$ cat config.mk
export PLATFORM = sky130hd
export DESIGN_NAME = bomb_scheduler_flat
export DESIGN_NICKNAME = d
export VERILOG_FILES = /design/src/rtl/bomb_scheduler_if.sv /design/src/rtl/bomb_scheduler.sv /design/src/flat_wrapper.sv
export SDC_FILE = /design/constraint.sdc
export NUM_CORES = 1
export LEC_CHECK = 0
export CAP_MARGIN = 10
export CELL_PAD_IN_SITES_DETAIL_PLACEMENT = 2
export CELL_PAD_IN_SITES_GLOBAL_PLACEMENT = 2
export CORE_UTILIZATION = 38
export CTS_CLUSTER_DIAMETER = 100
export DETAILED_ROUTE_END_ITERATION = 10
export GPL_TIMING_DRIVEN = 0
export PLACE_DENSITY = 0.84
export SLEW_MARGIN = 20
export SYNTH_ARGS = -nofsm -noshare
export SYNTH_HDL_FRONTEND = slang
export SYNTH_SLANG_ARGS = --single-unit
$ cat constraint.sdc
create_clock -name clk -period 7.3 [get_ports clk]
set_input_delay 1.46 -clock clk [delete_from_list [all_inputs] [get_ports clk]]
set_output_delay 1.46 -clock clk [all_outputs]
set_load 0.05 [all_outputs]
$ cat src/rtl/bomb_scheduler_if.sv
// Bomb scheduler bus: player requests/positions in, slot status and bomb-map write port out.
interface bomb_scheduler_if;
  logic       tick;
  logic       reqA;
  logic       reqB;
  logic [3:0] playerAx;
  logic [3:0] playerAy;
  logic [3:0] playerBx;
  logic [3:0] playerBy;
  logic [3:0] bombA_x;
  logic [3:0] bombA_y;
  logic [3:0] bombB_x;
  logic [3:0] bombB_y;
  logic       bombA_v;
  logic       bombB_v;
  logic       blastA;
  logic       blastB;
  logic       wr_en;
  logic [6:0] wr_idx;
  logic [1:0] wr_data;

  modport master (
    output tick, reqA, reqB, playerAx, playerAy, playerBx, playerBy,
    input  bombA_x, bombA_y, bombB_x, bombB_y, bombA_v, bombB_v,
    input  blastA, blastB, wr_en, wr_idx, wr_data
  );

  modport slave (
    input  tick, reqA, reqB, playerAx, playerAy, playerBx, playerBy,
    output bombA_x, bombA_y, bombB_x, bombB_y, bombA_v, bombB_v,
    output blastA, blastB, wr_en, wr_idx, wr_data
  );
endinterface

$ cat src/rtl/bomb_scheduler.sv
// Two-slot bomb scheduler: place -> fuse -> blast -> clear per player, with a
// round-robin arbitrated single write port into the 2-bit-per-cell bomb map.
// Optional macro BOMB_CHAIN_REACTION_EN: a blast detonates the other slot's
// armed bomb if it sits in the blast cross (same row/column, distance 1).
module bomb_scheduler #(
  parameter int unsigned GRID        = 10,
  parameter int unsigned FUSE_TICKS  = 3,
  parameter int unsigned BLAST_TICKS = 1
) (
  input logic            clk,
  input logic            rst,
  bomb_scheduler_if.slave bus
);

  localparam int unsigned CNT_MAX = (FUSE_TICKS > BLAST_TICKS) ? FUSE_TICKS : BLAST_TICKS;
  localparam int unsigned CNT_W   = $clog2(CNT_MAX + 1);
  localparam int unsigned IDX_W   = 7;
  localparam int unsigned CRD_W   = 4;
  localparam int unsigned DAT_W   = 2;

  localparam logic [DAT_W-1:0] WR_PLACE = 2'b01;
  localparam logic [DAT_W-1:0] WR_BLAST = 2'b10;
  localparam logic [DAT_W-1:0] WR_CLEAR = 2'b00;

  typedef enum logic [1:0] {IDLE, ARMED, BLAST} slot_state_e;

  // Slot 0 is player A, slot 1 is player B.
  slot_state_e        state_q [2];
  slot_state_e        state_d [2];
  logic [CNT_W-1:0]   cnt_q   [2];
  logic [CNT_W-1:0]   cnt_d   [2];
  logic [CRD_W-1:0]   x_q     [2];
  logic [CRD_W-1:0]   x_d     [2];
  logic [CRD_W-1:0]   y_q     [2];
  logic [CRD_W-1:0]   y_d     [2];
  logic [1:0]         v_q, v_d;
  logic [1:0]         blast_q, blast_d;
  logic [1:0]         pv_q, pv_d;
  logic [IDX_W-1:0]   pidx_q  [2];
  logic [IDX_W-1:0]   pidx_d  [2];
  logic [DAT_W-1:0]   pdata_q [2];
  logic [DAT_W-1:0]   pdata_d [2];
  logic               ptr_q, ptr_d;
  logic               wr_en_q, wr_en_d;
  logic [IDX_W-1:0]   wr_idx_q, wr_idx_d;
  logic [DAT_W-1:0]   wr_data_q, wr_data_d;

  logic [1:0]         req;
  logic [CRD_W-1:0]   px [2];
  logic [CRD_W-1:0]   py [2];
  logic [1:0]         acc;
  logic               conflict;
  logic               contested;
  logic               grant;

`ifdef BOMB_CHAIN_REACTION_EN
  logic [1:0]         entered_q, entered_d;
  logic [1:0]         det;
`endif

  assign req   = {bus.reqB, bus.reqA};
  assign px[0] = bus.playerAx;
  assign py[0] = bus.playerAy;
  assign px[1] = bus.playerBx;
  assign py[1] = bus.playerBy;

  function automatic logic [IDX_W-1:0] cell_idx(input logic [CRD_W-1:0] x,
                                                input logic [CRD_W-1:0] y);
    return IDX_W'(y) * IDX_W'(GRID) + IDX_W'(x);
  endfunction

  function automatic logic coord_ok(input logic [CRD_W-1:0] x, input logic [CRD_W-1:0] y);
    return (32'(x) < GRID) && (32'(y) < GRID);
  endfunction

`ifdef BOMB_CHAIN_REACTION_EN
  function automatic logic in_cross(input logic [CRD_W-1:0] ax, input logic [CRD_W-1:0] ay,
                                    input logic [CRD_W-1:0] bx, input logic [CRD_W-1:0] by);
    return ((ax == bx) && ((by == ay + CRD_W'(1)) || (ay == by + CRD_W'(1)))) ||
           ((ay == by) && ((bx == ax + CRD_W'(1)) || (ax == bx + CRD_W'(1))));
  endfunction
`endif

  // Next-state: request acceptance, fuse/blast sequencing, pending writes, write arbitration.
  always_comb begin
    for (int i = 0; i < 2; i++) begin
      state_d[i] = state_q[i];
      cnt_d[i]   = cnt_q[i];
      x_d[i]     = x_q[i];
      y_d[i]     = y_q[i];
      pidx_d[i]  = pidx_q[i];
      pdata_d[i] = pdata_q[i];
    end
    pv_d      = pv_q;
    ptr_d     = ptr_q;
    wr_en_d   = 1'b0;
    wr_idx_d  = wr_idx_q;
    wr_data_d = wr_data_q;
    acc       = '0;
    conflict  = 1'b0;
    contested = 1'b0;
    grant     = 1'b0;
`ifdef BOMB_CHAIN_REACTION_EN
    entered_d = '0;
    det       = '0;
`endif

    for (int i = 0; i < 2; i++) begin
      acc[i] = req[i] && (state_q[i] == IDLE) && coord_ok(px[i], py[i]) &&
               !((state_q[1-i] != IDLE) && (x_q[1-i] == px[i]) && (y_q[1-i] == py[i]));
`ifdef BOMB_CHAIN_REACTION_EN
      det[i] = entered_q[1-i] && (state_q[i] == ARMED) &&
               in_cross(x_q[1-i], y_q[1-i], x_q[i], y_q[i]);
`endif
    end

    // Both players claiming the same free cell: the pointer slot keeps it.
    conflict = acc[0] && acc[1] && (px[0] == px[1]) && (py[0] == py[1]);
    if (conflict) begin
      if (ptr_q) acc[0] = 1'b0;
      else       acc[1] = 1'b0;
    end

    for (int i = 0; i < 2; i++) begin
      if (acc[i]) begin
        state_d[i] = ARMED;
        x_d[i]     = px[i];
        y_d[i]     = py[i];
        cnt_d[i]   = CNT_W'(FUSE_TICKS);
        pv_d[i]    = 1'b1;
        pidx_d[i]  = cell_idx(px[i], py[i]);
        pdata_d[i] = WR_PLACE;
`ifdef BOMB_CHAIN_REACTION_EN
      end else if (det[i]) begin
        state_d[i]   = BLAST;
        cnt_d[i]     = CNT_W'(BLAST_TICKS);
        pv_d[i]      = 1'b1;
        pidx_d[i]    = cell_idx(x_q[i], y_q[i]);
        pdata_d[i]   = WR_BLAST;
        entered_d[i] = 1'b1;
`endif
      end else if (bus.tick) begin
        case (state_q[i])
          ARMED: begin
            if (cnt_q[i] == CNT_W'(1)) begin
              state_d[i] = BLAST;
              cnt_d[i]   = CNT_W'(BLAST_TICKS);
              pv_d[i]    = 1'b1;
              pidx_d[i]  = cell_idx(x_q[i], y_q[i]);
              pdata_d[i] = WR_BLAST;
`ifdef BOMB_CHAIN_REACTION_EN
              entered_d[i] = 1'b1;
`endif
            end else begin
              cnt_d[i] = cnt_q[i] - CNT_W'(1);
            end
          end
          BLAST: begin
            if (cnt_q[i] == CNT_W'(1)) begin
              state_d[i] = IDLE;
              cnt_d[i]   = '0;
              pv_d[i]    = 1'b1;
              pidx_d[i]  = cell_idx(x_q[i], y_q[i]);
              pdata_d[i] = WR_CLEAR;
            end else begin
              cnt_d[i] = cnt_q[i] - CNT_W'(1);
            end
          end
          default: ;
        endcase
      end
    end

    // One grant per cycle; the pointer slot wins when both are pending.
    if (pv_d[0] && pv_d[1]) begin
      contested = 1'b1;
      grant     = ptr_q;
    end else begin
      grant = pv_d[1];
    end
    if (pv_d[0] || pv_d[1]) begin
      wr_en_d   = 1'b1;
      wr_idx_d  = pidx_d[grant];
      wr_data_d = pdata_d[grant];
      pv_d[grant] = 1'b0;
    end

    ptr_d = ptr_q ^ (conflict | contested);

    for (int i = 0; i < 2; i++) begin
      v_d[i]     = (state_d[i] != IDLE);
      blast_d[i] = (state_d[i] == BLAST);
    end
  end

  // State and output registers; reset aborts everything without clear writes.
  always_ff @(posedge clk or negedge rst) begin
    if (!rst) begin
      for (int i = 0; i < 2; i++) begin
        state_q[i] <= IDLE;
        cnt_q[i]   <= '0;
        x_q[i]     <= '0;
        y_q[i]     <= '0;
        pidx_q[i]  <= '0;
        pdata_q[i] <= '0;
      end
      v_q       <= '0;
      blast_q   <= '0;
      pv_q      <= '0;
      ptr_q     <= 1'b0;
      wr_en_q   <= 1'b0;
      wr_idx_q  <= '0;
      wr_data_q <= '0;
`ifdef BOMB_CHAIN_REACTION_EN
      entered_q <= '0;
`endif
    end else begin
      for (int i = 0; i < 2; i++) begin
        state_q[i] <= state_d[i];
        cnt_q[i]   <= cnt_d[i];
        x_q[i]     <= x_d[i];
        y_q[i]     <= y_d[i];
        pidx_q[i]  <= pidx_d[i];
        pdata_q[i] <= pdata_d[i];
      end
      v_q       <= v_d;
      blast_q   <= blast_d;
      pv_q      <= pv_d;
      ptr_q     <= ptr_d;
      wr_en_q   <= wr_en_d;
      wr_idx_q  <= wr_idx_d;
      wr_data_q <= wr_data_d;
`ifdef BOMB_CHAIN_REACTION_EN
      entered_q <= entered_d;
`endif
    end
  end

  assign bus.bombA_x = x_q[0];
  assign bus.bombA_y = y_q[0];
  assign bus.bombB_x = x_q[1];
  assign bus.bombB_y = y_q[1];
  assign bus.bombA_v = v_q[0];
  assign bus.bombB_v = v_q[1];
  assign bus.blastA  = blast_q[0];
  assign bus.blastB  = blast_q[1];
  assign bus.wr_en   = wr_en_q;
  assign bus.wr_idx  = wr_idx_q;
  assign bus.wr_data = wr_data_q;

endmodule
$ cat src/flat_wrapper.sv
// flat-port wrapper written by rule: the top's interface ports become plain ports
module bomb_scheduler_flat 
#(
  parameter int unsigned GRID        = 10,
  parameter int unsigned FUSE_TICKS  = 3,
  parameter int unsigned BLAST_TICKS = 1
)
  (clk, rst, bus_tick, bus_reqA, bus_reqB, bus_playerAx, bus_playerAy, bus_playerBx, bus_playerBy, bus_bombA_x, bus_bombA_y, bus_bombB_x, bus_bombB_y, bus_bombA_v, bus_bombB_v, bus_blastA, bus_blastB, bus_wr_en, bus_wr_idx, bus_wr_data);
  bomb_scheduler_if bus_i ();
  input logic clk;
  input logic rst;
  input wire logic [$bits(bus_i.tick)-1:0] bus_tick;
  input wire logic [$bits(bus_i.reqA)-1:0] bus_reqA;
  input wire logic [$bits(bus_i.reqB)-1:0] bus_reqB;
  input wire logic [$bits(bus_i.playerAx)-1:0] bus_playerAx;
  input wire logic [$bits(bus_i.playerAy)-1:0] bus_playerAy;
  input wire logic [$bits(bus_i.playerBx)-1:0] bus_playerBx;
  input wire logic [$bits(bus_i.playerBy)-1:0] bus_playerBy;
  output wire logic [$bits(bus_i.bombA_x)-1:0] bus_bombA_x;
  output wire logic [$bits(bus_i.bombA_y)-1:0] bus_bombA_y;
  output wire logic [$bits(bus_i.bombB_x)-1:0] bus_bombB_x;
  output wire logic [$bits(bus_i.bombB_y)-1:0] bus_bombB_y;
  output wire logic [$bits(bus_i.bombA_v)-1:0] bus_bombA_v;
  output wire logic [$bits(bus_i.bombB_v)-1:0] bus_bombB_v;
  output wire logic [$bits(bus_i.blastA)-1:0] bus_blastA;
  output wire logic [$bits(bus_i.blastB)-1:0] bus_blastB;
  output wire logic [$bits(bus_i.wr_en)-1:0] bus_wr_en;
  output wire logic [$bits(bus_i.wr_idx)-1:0] bus_wr_idx;
  output wire logic [$bits(bus_i.wr_data)-1:0] bus_wr_data;
  assign bus_i.tick = bus_tick;
  assign bus_i.reqA = bus_reqA;
  assign bus_i.reqB = bus_reqB;
  assign bus_i.playerAx = bus_playerAx;
  assign bus_i.playerAy = bus_playerAy;
  assign bus_i.playerBx = bus_playerBx;
  assign bus_i.playerBy = bus_playerBy;
  assign bus_bombA_x = bus_i.bombA_x;
  assign bus_bombA_y = bus_i.bombA_y;
  assign bus_bombB_x = bus_i.bombB_x;
  assign bus_bombB_y = bus_i.bombB_y;
  assign bus_bombA_v = bus_i.bombA_v;
  assign bus_bombB_v = bus_i.bombB_v;
  assign bus_blastA = bus_i.blastA;
  assign bus_blastB = bus_i.blastB;
  assign bus_wr_en = bus_i.wr_en;
  assign bus_wr_idx = bus_i.wr_idx;
  assign bus_wr_data = bus_i.wr_data;
  bomb_scheduler #(.GRID(GRID), .FUSE_TICKS(FUSE_TICKS), .BLAST_TICKS(BLAST_TICKS)) u_core (.clk(clk), .rst(rst), .bus(bus_i));
endmodule
* Word level (Yosys, flattened, before mapping)
Index checks and enable logic that the tools add are counted.
** Word-level totals
- Register bits :: 59
- Bits of input ports :: 21
- Output and inout port bits :: 30
- Logic and storage cells :: 150
** Cells by class
- Add/sub/neg operators :: 6
- Multiply operators :: 4
- Magnitude comparators :: 7
- Eq/ne operators :: 14
- Muxes and demuxes :: 61
- Bitwise operators :: 5
- Reductions and logical operators :: 34
** Operator list (number)
- 2-to-1 mux 7 bit :: 11
- 2-to-1 mux 2 bit :: 29
- adder 7 x 4 -> 7 bit :: 4
- == test 4 bit :: 6
- multiplier 4 x 3 -> 6 bit (second input constant) :: 4
- one-hot mux 2 bit (2 select lines) :: 6
- logical AND 1 bit :: 17
- less-than comparator 4 bit (second input constant) :: 4
- 2-to-1 mux 1 bit :: 14
- nonzero test 2 bit :: 6
- == test 2 x 1 -> 1 bit (second input constant) :: 4
- == test 2 bit (second input constant) :: 4
- nonzero test 3 bit :: 2
- zero test 2 bit :: 2
- AND reduction 2 bit :: 2
- OR reduction 2 bit :: 2
- subtractor 2 x 1 -> 2 bit (second input constant) :: 2
- bitwise AND 2 bit :: 1
- greater-or-equal comparator 2 bit (second input constant) :: 1
- zero test 1 bit :: 2
- less-than comparator 1 x 2 -> 1 bit (second input constant) :: 1
- inverter 1 -> 2 bit :: 1
- inverter 2 bit :: 1
- demux 1 bit (select 1 bit) :: 1
- 4 further kinds :: 4

* Longest topological paths before layout
Gate-level depths: netlist of run 1.
- Depth in word-level cells :: 19
- Depth in mapped cells :: 10
- Depth with buffers taken out :: 9

* Worst setup path before layout of run 1
OpenSTA, ideal clock, no wires.
- Path kind :: input port to flip-flop
- Start point :: input bus_playerBy[1]
- End point :: register u_core.wr_idx_q[5], in the netlist u_core.bus.wr_idx[5]
- Library setup time :: 126 ps
- Arrival time :: 3155 ps
- Data required time :: 7174 ps
- Path slack :: 4019 ps
- Stages :: 7
- Path buffers :: 0
- Cell sequence :: ha_1 > ha_1 > fa_1 > xnor2_1 > mux2_2 > and2_1 > a221o_1
** RTL lines
- start: declaration :: line flat_wrapper.sv:18 : input wire logic [$bits(bus_i.playerBy)-1:0] bus_playerBy;
- end signal: assignment :: line bomb_scheduler.sv:231 : wr_idx_q <= wr_idx_d;
- end: declaration :: line bomb_scheduler.sv:45 : logic [IDX_W-1:0] wr_idx_q, wr_idx_d;

* Worst setup path in the final report of run 1
- Start point :: input bus_playerBy[3]
- End point :: register u_core.wr_idx_q[6], in the netlist u_core.bus.wr_idx[6]
** On the way
- Longest elaborated chain between the ends :: 15
- Elaborated cells on any way between the ends :: 26
- Those cells by class :: add/sub: 1; mul: 1; order compare: 1; eq/ne: 2; mux: 10; bitwise: 1; reduce/logical: 10
** RTL lines
- branches (longest 15 deep; another with adder 7 x 4 -> 7 bit)
Several ways; the timed one is not identified. The select of a mux whose other input is x is not followed.
A chain may end at the register's enable or synchronous reset.

==> results of run 1 <==
## final cells by class
type | count | area [um^2]
inverters | 22 | 82.58
fillers | 1037 | 5029
clock inverters | 4 | 72.57
flip-flops and latches | 59 | 1476
repair buffers | 51 | 518.0
clock buffers | 12 | 155.1
multi-input cells | 287 | 2172
well taps | 133 | 166.4
plain buffers | 10 | 57.56
## metrics by stage
| stage | cells | util (%) | instance area [um^2] | total power [mW] | hold slack [ns] |
|---|---|---|---|---|---|
| after global placement | 561 | 45.79 | 4456 | 1.960 | 0.4599 |
| after CTS | 578 | 48.32 | 4701 | 2.426 | 0.4905 |
| after detailed placement | 562 | 45.97 | 4473 | 2.036 | 0.4768 |
| final | 578 | 48.32 | 4701 | 2.405 | 0.4876 |
| after global routing | 578 | 48.32 | 4701 | 2.559 | 0.5235 |
| after floorplan | 378 | - | 3789 | 1.566 | 0.4406 |
## worst register-to-register path, delay by kind of cell, from the launching register on
kind / cells / cell delay (ns)
AOI/OAI and AO/OA: 2 / 0.79
xor gates and xnor gates: 1 / 0.18
adders and majority gates: 3 / 1.00
buffers and inverters: 1 / 0.07
DFF: 1 / 0.50
and+or+nand+nor: 2 / 0.34
## sequential cells by signal, summed over array words and instances (netlist names)
register / count
u_core.bus.wr_idx: 7
u_core.cnt_q: 4
u_core.bus.bombA_y: 4
u_core.pdata_q: 4
u_core.state_q: 4
u_core.bus.wr_en: 1
u_core.bus.bombA_x: 4
u_core.v_q: 2
u_core.bus.bombB_y: 4
u_core.bus.bombB_x: 4
u_core.pv_q: 2
u_core.ptr_q: 1
u_core.pidx_q: 14
u_core.bus.wr_data: 2
u_core.blast_q: 2
## layer usage
layer  vias up  global-route usage (%)  routed length [um]
li1       1417                       -                   -
met3        19                   5.198                 327
met5         -                       0                   0
met1      1590                   30.25                5187
met2        65                   44.70                6186
met4         0                   7.143                 243
## how the worst min path moves through the flow
stage          slack [ns]  depth (start not counted)                 to              start
3_5_place_dp         0.48                          2  u_core.pdata_q[2]  u_core.pdata_q[2]
4_1_cts              0.49                          2  u_core.pdata_q[2]  u_core.pdata_q[2]
2_1_floorplan        0.44                          2  u_core.pdata_q[2]  u_core.pdata_q[2]
3_3_place_gp         0.46                          1  u_core.pdata_q[0]  u_core.pdata_q[0]
6_report             0.49                          2  u_core.pdata_q[2]  u_core.pdata_q[2]
5_1_grt              0.52                          1  u_core.pdata_q[0]  u_core.pdata_q[0]
## cells by family (layout without fill, tap and decap cells)
kind of cell               count (synthesis)  count (layout)
and+or+nand+nor                          112             112
AOI/OAI and AO/OA                         65              65
DFF                                       59              59
xor gates and xnor gates                  45              45
adders and majority gates                 40              40
buffers and inverters                     32              99
muxes                                     25              25
## report_power, final
group	switching [mW]	leakage, nW	internal (mW)	total [mW]
Clock	0.146	0.113	0.211	0.356
Sequential	0.141	0.721	0.484	0.625
Combinational	0.867	1.32	0.557	1.42
Total	1.15	2.16	1.25	2.40
## layout by cell type (no fill, tap or decap), types with 4 or more instances in the layout
| master | count |
|---|---|
| nor2b_1 | 7 |
| nand2_1 | 52 |
| clkbuf_8 | 11 |
| o21ai_0 | 18 |
| inv_1 | 21 |
| a31oi_1 | 4 |
| xnor2_1 | 23 |
| clkdlybuf4s50_1 | 49 |
| nor3_1 | 8 |
| a221o_1 | 4 |
| ha_1 | 32 |
| mux2_2 | 14 |
| a21oi_1 | 11 |
| fa_1 | 8 |
| mux2i_1 | 11 |
| a21o_1 | 11 |
| xor2_1 | 22 |
| buf_2 | 4 |
| nand3_1 | 4 |
| dfrtp_1 | 59 |
| a211oi_1 | 6 |
| nor2_1 | 23 |
| clkbuf_1 | 4 |
==> flow_summary.toml, run 1 <==
[timing]
relSlewSlack_pct = 64.85
setup_viol = 0
tightestPinTransition_ns = 0.5272
final.setup.worst_slack_ns = 3.304
tns_ns = 0
skew_ns = 0.01308
maxSlewViolCount = 0
rsz0062_at_grt = "false"
fmax_ghz = 0.2502
fin_crit_ns = 3.996
final.period_utilization_pct = 54.74
hold_viol_final = 0

[floorplan]
dieArea_um2 = 10370
io_pins = 51
die_w_um = 101.9
std_cell_rows = 36
core-area_um2 = 9729
initial_core_util_pct = 38.94
die_y_um = 101.9

[global_routing]
grt_pass1_vias = 3445
grt_max_degree = 41
antenna_found_initial = 0
grt_overflow = 0
track_usage_pct = 24.94
grt_pass1_wl_um = 18780

[critical_path]
path_delay_family = "compound AO/OA/AOI/OAI gates"
reg2reg_to = "u_core.bus.wr_idx[6]"
startpoint_type = "primary input"
cp_cell_sequence = "clkdlybuf4s50_1 -> xor2_1 -> nor4_1 -> a31oi_1 -> or3_4 -> o21a_1 -> buf_6 -> a2111oi_2 -> nor3_1"
crit_fanout = 10
crit_path_start = "bus_playerBy[3]"
cp-end-kind = "flip-flop"
slowest_delay_ns = 0.61
ff2ff_path_depth = 9
crit_buf_inv = 2
crit_arrival_ns = 4.21
endpoint = "u_core.bus.wr_idx[6]"
crit_required_ns = 7.52
worstSetupPathType = "in2reg"
regToRegSetupSlack_ns = 4.30
r2r-start = "u_core.bus.bombA_y[1]"
cp.depth = 9
crit_slowest_cell = "clkdlybuf4s50_1"

[cts]
path_clk_slew_ns = 0.07
insertion_delay_ns = 0.35
cts_hold_buf = 0
clock_sinks = 59
clockBufferDepth = 2
cts_tree = "yes"
tritoncts.num_buffers = 9
postCtsSetupRepairBufs = 0
cts_max_level = 3
ctsResizeCount = 0
clockRootBuffer = "clkbuf_8"

[detailed_routing]
wire_per_inst_um = 20.66
antenna_left = 0
via_per_inst = 5.348
dr.pass1.iters = 4
vias = 3091
drt_iter0_drc = 44
routed_wl_um = 11940
route.detailed.drc = 0

[synth]
synth_top_family_by_area = "adder cells"
yosys_warnings = 0
synth.cell_area_um2 = 3789
yosysMostFrequentCell = "dfrtp_1"
synth_seq_cells = 59
synth_fa_ha_area_share_pct = 14.80
syn-num-nets = 439
synth_top_area_share_pct = 38.97
synth_top_cell_by_area = "dfrtp_1"
ys_types = 41
yosysSeqAreaShare_pct = 38.97
synth_mux_area_share_pct = 7.067
async_reset_ff_share_pct = 100.0
synth_edf_count = 0
synth-main-ff-cell = "dfrtp_1"
ys_top_cells_by_count = "59 x dfrtp_1, 52 x nand2_1, 32 x ha_1, 23 x nor2_1, 23 x xnor2_1"
synth-xor-area-share_pct = 10.40
synth_compound_area_share_pct = 11.56
avgSynthCellArea_um2 = 10.02
synthSimpleGateAreaFrac_pct = 13.51
synthTopCellsByArea = "dfrtp_1 39%, ha_1 11%, xnor2_1 5.3%"
syn-instance-count = 378

[power_and_ir_drop]
power_density_nw_per_um2 = 511.5
peakVddDrop_uv = 297.1
p_leak_nw = 2.157

[min_path]
min_path_type = "reg2reg"

[status]
status = "completed"

[placed_design]
hpwl_um = 8960
place_ws_ns = 2.950
portBuffers = 50
routabilityCongestion = 0.8034

[cells_and_area]
syn_to_final_growth_pct = 24.08
drive_above_1_share_pct = 9.888
diodes = 0
nets = 501

[flow_run]
maxCapViolations = 0
Power figures use the tool's default switching activity.
==> run 2: changes to the inputs <==
--- a/config.mk
+++ b/config.mk
@@ -8,11 +8,11 @@
 export CAP_MARGIN = 10
 export CELL_PAD_IN_SITES_DETAIL_PLACEMENT = 2
 export CELL_PAD_IN_SITES_GLOBAL_PLACEMENT = 2
-export CORE_UTILIZATION = 38
+export CORE_UTILIZATION = 32
 export CTS_CLUSTER_DIAMETER = 100
 export DETAILED_ROUTE_END_ITERATION = 10
 export GPL_TIMING_DRIVEN = 0
-export PLACE_DENSITY = 0.84
+export PLACE_DENSITY = 0.76
 export SLEW_MARGIN = 20
 export SYNTH_ARGS = -nofsm -noshare
 export SYNTH_HDL_FRONTEND = slang
==> constraint.sdc (replaced) <==
create_clock -name clk -period 3.55 [get_ports clk]
set_input_delay 0.71 -clock clk [delete_from_list [all_inputs] [get_ports clk]]
set_output_delay 0.71 -clock clk [all_outputs]
set_load 0.05 [all_outputs]
==> run 2 against run 1 <==
Sequential share of layout area shrank 0.49 points. Clock-buffer cell count grew 2. Combinational power grew 100%. Flip-flop and latch count is the same. Worst setup slack lost 2.9 ns. Non-clock buffer count is the same. Hold slack lost 0.22 ns. Final area grew 1.6%. Routed wire length shrank 2.3%. Critical path depth is the same. Core utilization shrank 6.7 points. Global-route usage shrank 4.7 points. Largest power group unchanged.
==> flow_summary.toml, run 2 (same netlist as run 1, synthesis figures left out) <==
[timing]
fin_crit_ns = 3.165
setup_viol = 0
final.period_utilization_pct = 89.17
relSlewSlack_pct = 62.94
tightestPinTransition_ns = 0.5559
skew_ns = 0.005568
final.setup.worst_slack_ns = 0.3846
hold_viol_final = 0
maxSlewViolCount = 0
rsz0062_at_grt = "false"
fmax_ghz = 0.3159

[cts]
clock_sinks = 59
postCtsSetupRepairBufs = 0
cts_max_level = 3
tritoncts.num_buffers = 9
insertion_delay_ns = 0.33
ctsResizeCount = 0
clockBufferDepth = 2
cts_hold_buf = 0
cts_tree = "yes"
path_clk_slew_ns = 0.05
clockRootBuffer = "clkbuf_16"

[floorplan]
dieArea_um2 = 12280
core-area_um2 = 11470
initial_core_util_pct = 33.04
std_cell_rows = 39
die_w_um = 110.8
io_pins = 51
die_y_um = 110.8

[critical_path]
crit_arrival_ns = 3.36
regToRegSetupSlack_ns = 0.60
crit_fanout = 10
crit_required_ns = 3.74
worstSetupPathType = "in2reg"
startpoint_type = "primary input"
cp-end-kind = "flip-flop"

[global_routing]
grt_overflow = 0
grt_pass1_wl_um = 19050
grt_max_degree = 41
track_usage_pct = 20.28
grt_pass1_vias = 3464
antenna_found_initial = 0

[cells_and_area]
nets = 501
syn_to_final_growth_pct = 26.02
drive_above_1_share_pct = 9.213
diodes = 0
final_common_cell = "dfrtp_1"
finish.utilization_pct = 41.64
regMostFlops = "u_core.pidx_q"
fill_cells = 1241
final_cell_mix = "59 x dfrtp_1, 52 x nand2_1, 49 x clkdlybuf4s50_1"
largest_register_ffs = 14

[detailed_routing]
dr.pass1.iters = 4
via_per_inst = 5.202
routed_wl_um = 11670
drt_iter0_drc = 78
wire_per_inst_um = 19.84
antenna_left = 0
route.detailed.drc = 0
vias = 3059

[flow_run]
maxCapViolations = 0

[power_and_ir_drop]
peakVddDrop_uv = 431.5
p_leak_nw = 2.185
power_density_nw_per_um2 = 1055

[min_path]
min_path_type = "in2async"

[placed_design]
hpwl_um = 8867
portBuffers = 50
routabilityCongestion = 0.8205
place_ws_ns = 0.05760

[status]
status = "completed"
## run 2: cell count changes in the layout (fill, tap and decap cells not counted), sizes merged
cell / before / now
clkbuf: 15 / 17
clkinvlp: 1 / 0
bufinv: 2 / 1
## run 2: layout make-up
cell class | count | area (um^2) | share of cell area (%)
plain buffers | 10 | 57.56 | 1.205
repair buffers | 51 | 518.0 | 10.85
well taps | 143 | 178.9 | 3.747
clock inverters | 2 | 35.03 | 0.7338
clock buffers | 14 | 254.0 | 5.320
flip-flops and latches | 59 | 1476 | 30.92
inverters | 22 | 82.58 | 1.730
multi-input cells | 287 | 2172 | 45.49
## run 2: stage by stage
stage / TNS (ns) / std cells / total power [mW] / hold slack, ns / area [um^2]
after CTS: 0 / 588 / 5.106 / 0.2693 / 4775
after global placement: -16.59 / 571 / 4.059 / 0.4609 / 4468
after global routing: 0 / 588 / 5.396 / 0.2754 / 4775
final: 0 / 588 / 5.037 / 0.2683 / 4775
after floorplan: 0 / 378 / 3.220 / 0.4144 / 3789
after detailed placement: 0 / 572 / 4.186 / 0.4706 / 4486
## run 2: report_power, final
group	internal [mW]	total (mW)	switching (mW)
logic	1.14	2.88	1.74
clock network	0.562	0.872	0.310
registers	0.997	1.28	0.283
## run 2: path summary, 6_finish.rpt
path                                        from               endpoint  cells after the start
min in group clk           u_core.bus.wr_data[1]  u_core.bus.wr_data[1]                      2
max in group asynchronous                    rst  u_core.bus.bombA_y[0]                      2
hold reg to reg            u_core.bus.wr_data[1]  u_core.bus.wr_data[1]                      2
setup / recovery                 bus_playerBy[3]   u_core.bus.wr_idx[6]                      9
setup reg to reg           u_core.bus.bombA_y[1]   u_core.bus.wr_idx[6]                      9
hold / removal                               rst       u_core.pidx_q[2]                      1
## run 2: metal layers
layer	global-route usage [%]	share of wire, %	up-vias
li1	-	-	1413
met1	25.92	46	1575
met2	34.95	50	61
met3	4.101	3.3	10
met4	4.978	0.90	0
met5	0	0	-
## run 2: worst max-delay path: stages
cell,delay [ns]
clkdlybuf4s50_1,0.61
xor2_1,0.26
nor4_1,0.31
a31oi_1,0.19
or3_4,0.42
o21a_1,0.12
buf_6,0.15
a2111oi_2,0.50
nor3_1,0.09
